`src/rtl/vga_timing_pkg.sv`:
```
// Timing constants and shared types for the VGA scanout path.
// Defaults describe 640x480 @ 60 Hz with a 25.175 MHz pixel clock.
package vga_timing_pkg;

    localparam int H_ACTIVE_D = 640;
    localparam int H_FP_D     = 16;
    localparam int H_SYNC_D   = 96;
    localparam int H_BP_D     = 48;
    localparam int V_ACTIVE_D = 480;
    localparam int V_FP_D     = 10;
    localparam int V_SYNC_D   = 2;
    localparam int V_BP_D     = 33;

    localparam int H_TOTAL_D  = H_ACTIVE_D + H_FP_D + H_SYNC_D + H_BP_D;
    localparam int V_TOTAL_D  = V_ACTIVE_D + V_FP_D + V_SYNC_D + V_BP_D;
    localparam int HS_START_D = H_ACTIVE_D + H_FP_D;
    localparam int HS_END_D   = HS_START_D + H_SYNC_D;
    localparam int VS_START_D = V_ACTIVE_D + V_FP_D;
    localparam int VS_END_D   = VS_START_D + V_SYNC_D;

    // Framebuffer pixel, 4 bits per channel.
    typedef struct packed {
        logic [3:0] r;
        logic [3:0] g;
        logic [3:0] b;
    } pixel_t;

    // Raster control flags that travel alongside the pixel read.
    typedef struct packed {
        logic de;
        logic hs;
        logic vs;
    } sync_t;

    // Blanked, syncs deasserted (both syncs are active-low).
    localparam sync_t SYNC_IDLE = '{de: 1'b0, hs: 1'b1, vs: 1'b1};

    // Outside active video the DAC must see black.
    function automatic pixel_t blank_pixel(input pixel_t p, input logic de);
        return de ? p : '0;
    endfunction

endpackage

```
`src/rtl/vga_delay_line.sv`:
```
// DEPTH x WIDTH shift register with async active-low clear to rst_val.
// DEPTH=0 collapses to a plain wire.
module vga_delay_line #(
    parameter int DEPTH = 1,
    parameter int WIDTH = 3
) (
    input  logic             clock,
    input  logic             reset,
    input  logic [WIDTH-1:0] rst_val,
    input  logic [WIDTH-1:0] d,
    output logic [WIDTH-1:0] q
);

    generate
        if (DEPTH == 0) begin : g_wire
            logic unused_ok;
            assign unused_ok = ^{clock, reset, rst_val};
            assign q = d;
        end else begin : g_pipe
            logic [DEPTH-1:0][WIDTH-1:0] stg;

            // Shift one stage per clock; reset loads the idle pattern everywhere.
            always_ff @(posedge clock or negedge reset) begin
                if (!reset) begin
                    stg <= {DEPTH{rst_val}};
                end else begin
                    stg[0] <= d;
                    for (int i = 1; i < DEPTH; i++) stg[i] <= stg[i-1];
                end
            end

            assign q = stg[DEPTH-1];
        end
    endgenerate

endmodule

```
`src/rtl/vga_scanout.sv`:
```
// VGA raster generator and framebuffer scanout reader.
// Counters drive the read address; sync/DE are delayed to match the
// framebuffer read latency, then registered together with the pixel.
module vga_scanout
    import vga_timing_pkg::*;
#(
    parameter int H_ACTIVE     = H_ACTIVE_D,
    parameter int H_FP         = H_FP_D,
    parameter int H_SYNC       = H_SYNC_D,
    parameter int H_BP         = H_BP_D,
    parameter int V_ACTIVE     = V_ACTIVE_D,
    parameter int V_FP         = V_FP_D,
    parameter int V_SYNC       = V_SYNC_D,
    parameter int V_BP         = V_BP_D,
    parameter int CLK_DIV      = 1,
    parameter int READ_LATENCY = 1
) (
    input  logic        clock,
    input  logic        reset,
    input  logic        enable,
    output logic [9:0]  h_addr,
    output logic [9:0]  v_addr,
    input  logic [11:0] vga_data,
    output logic [3:0]  vga_r,
    output logic [3:0]  vga_g,
    output logic [3:0]  vga_b,
    output logic        vga_hs,
    output logic        vga_vs,
    output logic        vga_de,
    output logic        frame_irq
);

    localparam int H_TOTAL  = H_ACTIVE + H_FP + H_SYNC + H_BP;
    localparam int V_TOTAL  = V_ACTIVE + V_FP + V_SYNC + V_BP;
    localparam int HS_START = H_ACTIVE + H_FP;
    localparam int HS_END   = HS_START + H_SYNC;
    localparam int VS_START = V_ACTIVE + V_FP;
    localparam int VS_END   = VS_START + V_SYNC;

    localparam logic [9:0] H_LAST  = 10'(H_TOTAL - 1);
    localparam logic [9:0] V_LAST  = 10'(V_TOTAL - 1);
    localparam logic [9:0] H_ACT   = 10'(H_ACTIVE);
    localparam logic [9:0] V_ACT   = 10'(V_ACTIVE);
    localparam logic [9:0] V_ACT_L = 10'(V_ACTIVE - 1);
    localparam logic [9:0] HS_S    = 10'(HS_START);
    localparam logic [9:0] HS_E    = 10'(HS_END);
    localparam logic [9:0] VS_S    = 10'(VS_START);
    localparam logic [9:0] VS_E    = 10'(VS_END);
    localparam logic [1:0] DIV_L   = 2'(CLK_DIV - 1);

    generate
        if (H_TOTAL > 1024 || V_TOTAL > 1024) begin : g_bad_total
            $error("vga_scanout: H_TOTAL/V_TOTAL exceed 10-bit counters");
        end
        if (CLK_DIV < 1 || CLK_DIV > 4) begin : g_bad_div
            $error("vga_scanout: CLK_DIV must be 1..4");
        end
        if (READ_LATENCY < 0) begin : g_bad_lat
            $error("vga_scanout: READ_LATENCY must be >= 0");
        end
    endgenerate

    logic [1:0] div;
    logic       pix_en;
    logic [9:0] h_cnt;
    logic [9:0] v_cnt;
    logic       h_last;
    logic       v_last;
    sync_t      raw;
    sync_t      dly;
    pixel_t     pix_q;
    sync_t      sync_q;
    logic       irq_q;

    // With CLK_DIV=1 the divider never leaves 0, so pix_en stays high.
    assign pix_en = (div == DIV_L);
    assign h_last = (h_cnt == H_LAST);
    assign v_last = (v_cnt == V_LAST);

    // Pixel-rate divider; held at 0 while scanout is stopped.
    always_ff @(posedge clock or negedge reset) begin
        if (!reset)                div <= '0;
        else if (!enable || pix_en) div <= '0;
        else                       div <= div + 2'd1;
    end

    // Raster counters; stopping scanout parks them at the frame origin.
    always_ff @(posedge clock or negedge reset) begin
        if (!reset) begin
            h_cnt <= '0;
            v_cnt <= '0;
        end else if (!enable) begin
            h_cnt <= '0;
            v_cnt <= '0;
        end else if (pix_en) begin
            if (h_last) begin
                h_cnt <= '0;
                v_cnt <= v_last ? 10'd0 : v_cnt + 10'd1;
            end else begin
                h_cnt <= h_cnt + 10'd1;
            end
        end
    end

    // Vblank interrupt on the step from the last active line into blanking.
    always_ff @(posedge clock or negedge reset) begin
        if (!reset) irq_q <= 1'b0;
        else        irq_q <= enable && pix_en && h_last && (v_cnt == V_ACT_L);
    end

    assign h_addr    = h_cnt;
    assign v_addr    = v_cnt;
    assign frame_irq = irq_q;

    // Undelayed raster flags decoded from the counters.
    always_comb begin
        raw = SYNC_IDLE;
        if (enable) begin
            raw.de = (h_cnt < H_ACT) && (v_cnt < V_ACT);
            raw.hs = !((h_cnt >= HS_S) && (h_cnt < HS_E));
            raw.vs = !((v_cnt >= VS_S) && (v_cnt < VS_E));
        end
    end

    // Match the flags to the framebuffer's read latency.
    vga_delay_line #(
        .DEPTH (READ_LATENCY),
        .WIDTH ($bits(sync_t))
    ) u_dly (
        .clock   (clock),
        .reset   (reset),
        .rst_val (SYNC_IDLE),
        .d       (raw),
        .q       (dly)
    );

    // Pin register: pixel and flags leave the chip on the same edge.
    always_ff @(posedge clock or negedge reset) begin
        if (!reset) begin
            pix_q  <= '0;
            sync_q <= SYNC_IDLE;
        end else begin
            pix_q  <= blank_pixel(pixel_t'(vga_data), dly.de);
            sync_q <= dly;
        end
    end

    assign vga_r  = pix_q.r;
    assign vga_g  = pix_q.g;
    assign vga_b  = pix_q.b;
    assign vga_hs = sync_q.hs;
    assign vga_vs = sync_q.vs;
    assign vga_de = sync_q.de;

endmodule

```
`config.mk`:
```
export PLATFORM = sky130hd
export DESIGN_NAME = vga_scanout
export DESIGN_NICKNAME = d
export VERILOG_FILES = /design/src/rtl/vga_timing_pkg.sv /design/src/rtl/vga_delay_line.sv /design/src/rtl/vga_scanout.sv
export SDC_FILE = /design/constraint.sdc
export NUM_CORES = 1
export LEC_CHECK = 0
export BUFFER_PORTS_ARGS = -buffer_cell sky130_fd_sc_hd__clkbuf_2
export CORE_MARGIN = 2
export CORE_UTILIZATION = 47
export CTS_CLUSTER_SIZE = 24
export DETAILED_ROUTE_END_ITERATION = 8
export HOLD_SLACK_MARGIN = 0.15
export MAX_ROUTING_LAYER = met4
export PLACE_DENSITY_LB_ADDON = 0.12
export SKIP_CTS_REPAIR_TIMING = 1
export SLEW_MARGIN = 15
export SYNTH_ARGS = -nofsm -noshare
export SYNTH_HDL_FRONTEND = slang
export SYNTH_SLANG_ARGS = --single-unit
```
`constraint.sdc`:
```
create_clock -name clock -period 1.6 [get_ports clock]
set_input_delay 0.16 -clock clock [delete_from_list [all_inputs] [get_ports clock]]
set_output_delay 0.16 -clock clock [all_outputs]
set_load 0.1 [all_outputs]
```
* Word level (Yosys, flattened, before mapping) *
Index checks and enable logic that the tools add are counted.

cells by class
  multiplexer cells = 10
  add/subtract/negate cells = 3
  reduce and logical (&&, ||, !) cells = 12
  order comparisons = 6
  eq/ne operators = 5

operator list
  kind                     count
  $mux W10                 7
  $add A10 B1 Y10 const B  2
  $eq A10 B10 Y1 const B   2
  $lt A10 B10 Y1 const B   2
  $lt A10 B9 Y1 const B    2
  $mux W12                 1
  $eq A10 B9 Y1 const B    1
  $ge A10 B10 Y1 const B   1
  $ge A10 B9 Y1 const B    1
  $logic_and A1 B1 Y1      6
  $ne A2 B1 Y1 const B     2
  $logic_not A1 Y1         3
  $mux W3                  1
  $add A2 B1 Y2 const B    1
  $logic_not A2 Y1         1
  $mux W2                  1
  $reduce_and A2 Y1        1
  $logic_or A1 B1 Y1       1

word-level totals
  flip-flop bits (word level) = 41
  word-level logic and storage cells = 47

* Depth between registers and ports, before layout *
Gate-level depths: netlist of run 1.

  word-level depth = 5
  gate-level depth with buffers = 7
  depth with buffers taken out = 6

* Least setup slack after synthesis of run 1 *
No wires, ideal clock.

  path type = reg-to-reg
  from = reg h_cnt[1] (netlist: h_addr[1])
  to = reg v_cnt[4] (netlist: v_addr[4])
  data arrival time = 2.314 ns
  stages on the path, launching flop included = 6
  data required time = 1.478 ns
  setup time = 0.122 ns
  buffers on the path = 0
  slack = -0.835 ns
  cells stage by stage = dfrtp_1 ha_1 nand3_4 o41a_1 a21o_1 a32o_1

between the ends
  cells in the longest elaborated chain, start to end = 3

ends and longest elaborated chain
  element                             line                RTL
  from (decl)                         vga_scanout.sv:65   logic [9:0] h_cnt;
  from (signal assigned)              vga_scanout.sv:100  h_cnt <= h_cnt + 10'd1;
  $eq A10 B10 Y1                      vga_scanout.sv:77   assign h_last = (h_cnt == H_LAST);
  $ne A2 B1 Y1 (no source line)       n/a
  $reduce_and A2 Y1 (no source line)  n/a
  to (signal assigned)                vga_scanout.sv:98   v_cnt <= v_last ? 10'd0 : v_cnt + 10'd1;
  to (decl)                           vga_scanout.sv:66   logic [9:0] v_cnt;

No other way between the ends.
A chain may end at the register's enable or synchronous reset.

* Final worst setup path of run 1 *
  from = reg v_cnt[0] (netlist: v_addr[0])
  to = reg v_cnt[9] (netlist: v_addr[9])

between the ends
  cells in the longest elaborated chain, start to end = 5
  elaborated cells between the ends (all ways) = 6
  classes of those cells = add/sub: 1; eq/ne: 1; mux: 4

ends and longest elaborated chain
  element                                            line                                  RTL
  $add A10 B1 Y10 or $eq A10 B10 Y1 (tied branches)  vga_scanout.sv:98, vga_scanout.sv:78
  $mux W10 *                                         vga_scanout.sv:98
  $mux W10 *                                         vga_scanout.sv:96                     if (h_last) begin
  $mux W10 *                                         vga_scanout.sv:95                     end else if (pix_en) begin
  $mux W10 *                                         vga_scanout.sv:92                     end else if (!enable) begin

Mark *: on every way between the ends. The rest lies on a longest branch, timed or not. The select of a mux whose other input is x is not followed.

==> results of run 1 <==
-- placed cells by master, fill, tap and decap left out, types with 2 or more instances in the layout --
| master | count |
|---|---|
| buf_6 | 3 |
| nor2b_1 | 2 |
| o31ai_1 | 2 |
| dfrtp_1 | 17 |
| clkbuf_8 | 5 |
| nor4_1 | 2 |
| nor2_1 | 14 |
| ha_1 | 2 |
| a32oi_1 | 2 |
| ha_4 | 3 |
| clkinv_2 | 2 |
| nor3_1 | 5 |
| nor3_2 | 3 |
| a41oi_1 | 2 |
| dfrtp_4 | 10 |
| xnor2_1 | 6 |
| nor3b_2 | 2 |
| buf_4 | 32 |
| nand3_4 | 2 |
| dfrtp_2 | 10 |
| dlygate4sd3_1 | 13 |
| dfstp_2 | 4 |
| inv_4 | 2 |
| and4_1 | 3 |
| inv_1 | 11 |
| clkbuf_2 | 47 |
| a21oi_1 | 4 |
| nand4_1 | 7 |
| nand2_1 | 11 |
| and2_1 | 14 |
| nand3_1 | 5 |
| a31oi_1 | 3 |
-- power by group through the flow --
stage,clock (uW),sequential (uW),combinational [uW]
2_1_floorplan,0,1270,47.7
3_3_place_gp,0,1100,309
3_5_place_dp,0,1100,314
4_1_cts,677,1080,315
5_1_grt,740,1080,365
6_report,663,1080,344
-- final cells by class --
class | instances | area [sq um] | area share
flip-flops and latches | 41 | 1080 | 0.370
multi-input cells | 121 | 977 | 0.334
repair buffers | 97 | 659 | 0.226
clock buffers | 5 | 68.8 | 0.0235
well taps | 50 | 62.6 | 0.0214
inverters | 14 | 57.6 | 0.0197
clock inverters | 3 | 17.5 | 0.00599
-- flip-flops by register name, indices dropped and copies added (netlist names) --
signal	cells
v_addr	10
vga_r	4
vga_b	4
vga_hs	1
frame_irq	1
u_dly.q	3
vga_g	4
h_addr	10
vga_vs	1
div	2
vga_de	1
-- critical path: cells and delay by family, from the launching register on --
| family | cells | cell delay [ns] |
|---|---|---|
| flops | 1 | 0.50 |
| simple gates | 2 | 0.46 |
| compound gates | 2 | 0.31 |
| buf+inv | 2 | 0.24 |
| fa+ha+maj | 1 | 0.12 |
-- metal layers --
layer,up-vias,global-route usage
met5,-,-
met4,0,0.0697
met3,11,0.0497
met2,72,0.332
met1,853,0.265
li1,843,-
-- per-stage QoR --
step,total power [uW],cells
after floorplan,1320,184
after global placement,1410,307
after detailed placement,1420,307
after CTS,2070,315
after global routing,2190,331
final,2090,331
-- worst max path at each step --
stage / end / slack [ns] / depth (start not counted)
global placement: v_addr[2] / -0.12 / 4
CTS: v_addr[2] / -0.16 / 5
detailed placement: v_addr[4] / -0.13 / 4
global route: v_addr[7] / -0.22 / 7
finish: v_addr[9] / -0.14 / 7
floorplan: v_addr[4] / -0.28 / 5
-- cell families (layout without fill, tap and decap cells) --
logic type / Yosys count / after routing / share of synthesized area
AO/OA/AOI/OAI: 27 / 27 / 0.109
AND/OR/NAND/NOR: 81 / 81 / 0.254
XOR/XNOR: 7 / 7 / 0.0308
buffers and inverters: 22 / 119 / 0.0534
flip-flops: 41 / 41 / 0.517
multiplexers: 1 / 1 / 0.00502
adder cells (fa/ha/maj): 5 / 5 / 0.0314
==> reports/results.tsv, run 1 <==
stage	metric	value	unit
run_status	status	finished with violations	
run_status	violations	setup timing	
pwr	p_per_area	714	nW/um^2
min_path	min_to	h_addr[0]	
clock_network	cts_sinks	41	
drt	route.met2.wl	2520	um
setup_path	start_kind	register	
pwr	peakVddDrop	0.000567	V
drt	drt_iter0_markers	103	
finish	design_area	2920	sq um
place	dp_slack	-0.128	ns
drt	top_layer	met4	
setup_path	reg2reg_to	v_addr[9]	
logic_synthesis	syn_inst	184	
logic_synthesis	yosys.area.top_type	dfrtp_1	
die	ios	51	
finish	finish.utilization	0.726	
pwr	clockPowerShare	0.318	
setup_path	crit_arrival	1.91	ns
logic_synthesis	synth_warnings	0	
finish	drive_above_1_share	0.498	
setup_path	critical_path_class	reg -> reg	
setup_path	worstReg2RegStart	v_addr[0]	
logic_synthesis	synth_most_common_cell	dfrtp_1	
sta	setup_viol	9	
min_path	min_path_cells	2	
global_route	grt_overflow	0	
pwr	switching_power	634	uW
drt	remaining_drc_errors	0	
place	dpl.hpwl	3560	um
clock_network	clkTransAtPathRegs	0.09	ns
logic_synthesis	ys_types	51	
die	dieWidth	69.1	um
die	initial_core_util	0.495	
drt	vias_per_cell	5.37	
finish	diodes	0	
logic_synthesis	syn_area	1990	sq um
logic_synthesis	ys_top_cells_by_count	37 x dfrtp_1, 14 x and2_1, 14 x nor2_1	
setup_path	worst_ep_required_time	1.77	ns
sta	hold_viol_final	0	
logic_synthesis	synth_seq_cells	41	
sta	fin_crit_sh	1.09	
logic_synthesis	synth_edf_count	0	
setup_path	path_cells	inv_4, ha_4, nor4b_4, a41oi_4, buf_6, nand4_1, o31ai_1	
sta	relSlewSlack	0.637	
logic_synthesis	ys_seq_area_frac	0.517	
sta	fmax	0.575	GHz
drt	routed_wl	5030	um
finish	fillers	289	
sta	whs	0.197	ns
global_route	grt_pass1_wl	7870	um
sta	skew	0.0148	ns
drt	drt.antenna.violating_nets	0	
place	numPortBuffers	50	
pwr	swShare	0.304	
global_route	grt_pass1_vias	1705	
drt	drt_first_pass_iters	4	
finish	layout.nets	300	
sta	worst_slack	-0.139	ns
die	coreArea	4030	sq um
setup_path	r2r_cells	7	
pwr	pwr-share-comb	0.165	
setup_path	cp_max_fo	4	
die	fp-row-count	23	
setup_path	slowest_delay	0.50	ns
setup_path	cp-startpoint	v_addr[0]	
logic_synthesis	ys_top_cells_by_area	dfrtp_1 46%, dfstp_2 5.3%, and2_1 4.4%	
sta	fin_setup_tns	-0.856	ns
clock_network	cts_tree	done	
pwr	power_frac_seq	0.517	
min_path	min_path_type	in -> reg	
logic_synthesis	synth_fp_nets	204	
logic_synthesis	ys.flop_type	dfrtp_1	
flow_run	drv_cap	0	
drt	vias	1779	
global_route	grt_usage	0.209	
pwr	intPower	1450	uW
sta	worst_pin_slew	0.547	ns
global_route	antenna_found_initial	0	
drt	wire_per_inst	15.2	um
place	routabilityCongestion	0.836	
clock_network	cts_max_level	2	
sta	min_period	1.74	ns
sta	rsz0062_at_grt	true	
setup_path	r2r_setup_slack	-0.14	ns
pwr	total_leakage_power	0.00136	uW
die	die-area	4780	sq um
setup_path	critPathCaptureType	register	
clock_network	ctsRootBufferMaster	clkbuf_8	
setup_path	slowest_stage	dfrtp_4	
min_path	hold_path.startpoint	enable	
logic_synthesis	synth_area_per_cell	10.8	sq um
finish	syn_to_final_growth	46.7	%
logic_synthesis	synth_top_area_frac	0.465	
clock_network	cts_buffers	5	
clock_network	clk_latency	0.30	ns
die	fp.dieH	69.1	um
clock_network	clockBufferDepth	2	
drt	wl_met3	320	um
drt	met1_length	2100	um
logic_synthesis	ys_async_sr_fraction	1.00	
global_route	grt_max_degree	23	
place	place_area	2560	sq um
sta	slew_violations	0	
Power figures use the tool's default switching activity.
==> run 2: changes to the inputs <==
==> constraint.sdc (replaced) <==
create_clock -name clock -period 1.6 [get_ports clock]
set_input_delay 0.16 -clock clock [delete_from_list [all_inputs] [get_ports clock]]
set_output_delay 0.16 -clock clock [all_outputs]
set_load 0.05 [all_outputs]
==> reports/results.tsv, run 2 (synthesis results as in run 1) <==
stage	metric	value	unit	change
die	fp.dieH	69.1	um	unchanged
global_route	grt_pass1_vias	1643		-3.6%
sta	rsz0062_at_grt	true		
setup_path	critical_path_class	reg -> reg		
drt	drt.antenna.violating_nets	0		unchanged
clock_network	clkTransAtPathRegs	0.08	ns	about the same
die	coreArea	4030	sq um	unchanged
clock_network	cts_tree	done		
clock_network	cts_sinks	41		unchanged
finish	syn_to_final_growth	44.2	%	
sta	setup_viol	6		-3
global_route	grt_max_degree	22		-4.3%
drt	vias	1775		-0.22%
clock_network	cts_buffers	5		unchanged
drt	drt_iter0_markers	131		+27%
min_path	min_path_cells	2		unchanged
sta	relSlewSlack	0.638		+0.000684
sta	fin_setup_tns	-0.214	ns	+0.642 ns
die	die-area	4780	sq um	unchanged
setup_path	critPathCaptureType	register		
setup_path	r2r_cells	4		-3
place	numPortBuffers	50		unchanged
drt	vias_per_cell	5.33		-0.82%
clock_network	clockBufferDepth	2		unchanged
setup_path	r2r_setup_slack	-0.08	ns	+0.06 ns
run_status	status	finished with violations		
finish	layout.nets	302		+0.67%
finish	final_cell_mix	50 x clkbuf_2, 32 x buf_4, 21 x dfrtp_1		
place	dpl.hpwl	3530	um	-0.78%
finish	diodes	0		unchanged
place	routabilityCongestion	0.869		+3.9%
finish	final_common_cell	clkbuf_2		
finish	drive_above_1_share	0.481		-0.0177
setup_path	crit_arrival	1.87	ns	-0.04 ns
drt	routed_wl	5090	um	+1.0%
pwr	p_per_area	687	nW/um^2	-3.7%
pwr	p_total	1970	uW	-5.4%
sta	fmax	0.594	GHz	+3.3%
die	ios	51		unchanged
min_path	min_path_type	in -> reg		
setup_path	cp_max_fo	6		+2
sta	min_period	1.68	ns	-0.0560 ns
drt	wire_per_inst	15.3	um	+0.41%
sta	hold_viol_final	0		unchanged
pwr	peakVddDrop	0.000455	V	-20%
die	dieWidth	69.1	um	unchanged
sta	worst_slack	-0.0835	ns	+0.0560 ns
clock_network	ctsRootBufferMaster	clkbuf_8		
sta	worst_pin_slew	0.543	ns	-0.00335 ns
setup_path	worstReg2RegStart	h_addr[6]		
global_route	antenna_found_initial	0		unchanged
run_status	violations	setup timing		
flow_run	drv_cap	0		unchanged
setup_path	cp-startpoint	h_addr[6]		
min_path	min_to	h_addr[0]		
die	fp-row-count	23		unchanged
pwr	total_leakage_power	0.00135	uW	-0.49%
die	initial_core_util	0.495		unchanged
global_route	grt_usage	0.208		-0.00142
min_path	hold_path.startpoint	enable		
clock_network	cts_max_level	2		unchanged
sta	skew	0.0121	ns	-0.00272 ns
clock_network	clk_latency	0.29	ns	about the same
setup_path	worst_ep_required_time	1.78	ns	about the same
global_route	grt_overflow	0		unchanged
setup_path	reg2reg_to	v_addr[4]		
setup_path	start_kind	register		
sta	slew_violations	0		unchanged
global_route	grt_pass1_wl	7690	um	-2.3%
sta	fin_crit_sh	1.05		-0.0350
drt	remaining_drc_errors	0		unchanged
drt	drt_first_pass_iters	4		unchanged
-- run 2: worst max-delay path by stage --
stage	to	slack, ns
after CTS	v_addr[7]	-0.1
after floorplan	v_addr[4]	-0.19
after global routing	v_addr[8]	-0.15
after detailed placement	v_addr[4]	-0.07
final	v_addr[4]	-0.08
after global placement	v_addr[4]	-0.02
-- run 2: power by group --
group          leakage, uW  switching [uW]  internal, uW
sequential        0.000513            16.2          1060
clock            0.0000439             348           301
combinational     0.000797             163          84.4
total              0.00135             527          1450
-- run 2: layout make-up --
class                           count  area [sq um]
Multi-Input combinational cell    121           947
Inverter                           14          52.6
Fill cell                         302          1150
Sequential cell                    41          1050
Clock inverter                      3          17.5
Clock buffer                        5          68.8
Tap cell                           50          62.6
Timing Repair Buffer               99           674
-- run 2: per-stage QoR --
| stage | area [sq um] | util | worst slack, ns | instances | hold slack, ns |
|---|---|---|---|---|---|
| finish | 2870 | 0.713 | -0.0835 | 333 | 0.255 |
| detailed placement | 2520 | 0.625 | -0.0738 | 305 | 0.159 |
| CTS | 2610 | 0.647 | -0.0982 | 313 | -0.158 |
| global placement | 2520 | 0.625 | -0.0250 | 305 | 0.152 |
| global route | 2870 | 0.713 | -0.145 | 333 | 0.248 |
| floorplan | 2040 | - | -0.188 | 184 | -0.136 |
-- run 2: worst max-delay path, stage by stage (launching register included) --
cell and delay, ns:
dfrtp_2 0.41, or2_4 0.26, o41a_1 0.51, a21o_1 0.19, a32o_1 0.20
-- run 2: routing by layer --
layer,up-vias,wire (um),global-route usage,part of all wire
li1,841,-,-,-
met1,855,2150,0.246,0.42
met2,73,2590,0.342,0.51
met3,6,287,0.0570,0.056
met4,0,61,0.0719,0.012
met5,-,0,-,0
==> run 3: changes to the inputs <==
--- a/config.mk
+++ b/config.mk
@@ -6,6 +6,7 @@
 export NUM_CORES = 1
 export LEC_CHECK = 0
 export BUFFER_PORTS_ARGS = -buffer_cell sky130_fd_sc_hd__clkbuf_2
+export CORE_ASPECT_RATIO = 0.8
 export CORE_MARGIN = 2
 export CORE_UTILIZATION = 47
 export CTS_CLUSTER_SIZE = 24
==> reports/results.tsv, run 3 (synthesis results as in run 1) <==
stage	metric	value	unit	change
global_route	grt_pass1_vias	1654		+0.67%
finish	drive_above_1_share	0.491		+0.0108
drt	drt_iter0_markers	48		-63%
setup_path	start_kind	register		
place	dpl.hpwl	3350	um	-5.0%
die	fp-row-count	21		-8.7%
sta	setup_viol	5		-1
sta	fmax	0.587	GHz	-1.2%
place	routabilityCongestion	0.847		-2.5%
clock_network	clk_latency	0.29	ns	about the same
die	coreArea	4130	sq um	+2.4%
flow_run	drv_cap	0		unchanged
sta	fin_crit_sh	1.06		+0.0125
finish	layout.nets	310		+2.6%
sta	hold_viol_final	0		unchanged
pwr	peakVddDrop	0.000556	V	+22%
sta	skew	0.00362	ns	-0.00845 ns
global_route	grt_pass1_wl	7650	um	-0.53%
die	ios	51		unchanged
global_route	antenna_found_initial	0		unchanged
global_route	grt_max_degree	21		-4.5%
sta	slew_violations	0		unchanged
clock_network	cts_max_level	2		unchanged
pwr	p_per_area	726	nW/um^2	+5.7%
drt	vias_per_cell	5.17		-3.1%
sta	min_period	1.70	ns	+0.0200 ns
min_path	min_path_type	in -> reg		
finish	ff_latch_area	1050	sq um	unchanged
die	dieWidth	76.8	um	+11%
drt	routed_wl	4960	um	-2.4%
clock_network	cts_buffers	5		unchanged
finish	multi_input_area	951	sq um	+0.40%
drt	drt.antenna.violating_nets	0		unchanged
finish	fillers	315		+4.3%
global_route	grt_usage	0.207		-0.000652
setup_path	slowest_stage	o41a_1		
setup_path	critical_path_class	reg -> reg		
finish	final_common_cell	clkbuf_2		
setup_path	worst_ep_required_time	1.78	ns	about the same
setup_path	slowest_delay	0.51	ns	about the same
clock_network	clockBufferDepth	2		unchanged
sta	relSlewSlack	0.682		+0.0446
clock_network	ctsRootBufferMaster	clkbuf_8		
clock_network	clkTransAtPathRegs	0.08	ns	about the same
die	initial_core_util	0.483		-0.0116
finish	syn_to_final_growth	48.3	%	
run_status	violations	setup timing		
sta	worst_pin_slew	0.476	ns	-0.0669 ns
place	numPortBuffers	50		unchanged
setup_path	crit_arrival	1.88	ns	about the same
drt	vias	1798		+1.3%
drt	drt_first_pass_iters	4		unchanged
place	place_area	2550	sq um	+1.0%
global_route	grt_overflow	0		unchanged
finish	final_cell_mix	50 x clkbuf_2, 41 x buf_4, 21 x dfrtp_1		
die	die-area	4780	sq um	about the same
die	fp.dieH	62.2	um	-9.9%
setup_path	cp_max_fo	6		unchanged
clock_network	cts_sinks	41		unchanged
clock_network	cts_tree	done		
drt	wire_per_inst	14.3	um	-6.6%
pwr	total_leakage_power	0.00141	uW	+4.3%
finish	diodes	0		unchanged
setup_path	critPathCaptureType	register		
drt	remaining_drc_errors	0		unchanged
finish	design_area	2960	sq um	+2.8%
setup_path	path_cells	or2_4, o41a_1, a21o_1, a32o_1		
sta	worst_slack	-0.104	ns	-0.0200 ns
run_status	status	finished with violations		
sta	fin_setup_tns	-0.197	ns	+0.0165 ns
sta	rsz0062_at_grt	true		
-- run 3: worst paths after layout --
check | start | to | slack (ns) | depth (start not counted)
setup / recovery | h_addr[7] | v_addr[4] | -0.10 | 4
hold / removal | enable | h_addr[0] | 0.19 | 2
setup reg to reg | h_addr[7] | v_addr[4] | -0.10 | 4
hold reg to reg | u_dly.q[1] | vga_hs | 0.36 | 0
max in group asynchronous | reset | v_addr[4] | 0.71 | 3
min in group asynchronous | reset | v_addr[5] | 0.35 | 2
-- run 3: stage by stage --
stage | worst slack, ns | total power [uW] | hold WS [ns] | utilization | cells
2_1_floorplan | -0.188 | 1230 | -0.136 | - | 184
3_3_place_gp | -0.0285 | 1320 | 0.142 | 0.617 | 316
3_5_place_dp | -0.0620 | 1320 | 0.142 | 0.617 | 316
4_1_cts | -0.0952 | 2120 | -0.173 | 0.643 | 324
5_1_grt | -0.173 | 2240 | 0.207 | 0.716 | 348
6_report | -0.104 | 2140 | 0.195 | 0.716 | 348
-- run 3: area by class of cell --
class / instances / area share
Sequential cell: 41 / 0.356
Multi-Input combinational cell: 121 / 0.322
Timing Repair Buffer: 107 / 0.244
Clock buffer: 6 / 0.0246
Tap cell: 57 / 0.0241
Inverter: 14 / 0.0178
Clock inverter: 2 / 0.0119
-- run 3: metal layers --
layer  vias to the layer above  routed length [um]  GRT usage
met5                         -                   0          -
met4                         0                  87     0.0841
met3                         9                 232     0.0509
met2                        69                2410      0.307
met1                       853                2230      0.275
li1                        867                   -          -
-- run 3: worst max-delay path, delay by kind of cell (launching register included) --
family	cells	cell delay [ns]
compound gates	3	0.90
flops	1	0.40
simple gates	1	0.28
-- run 3: report_power, final --
| part | internal [uW] | total, uW | switching (uW) |
|---|---|---|---|
| clock | 463 | 814 | 351 |
| combinational | 89.4 | 253 | 164 |
| sequential | 1060 | 1080 | 16.1 |
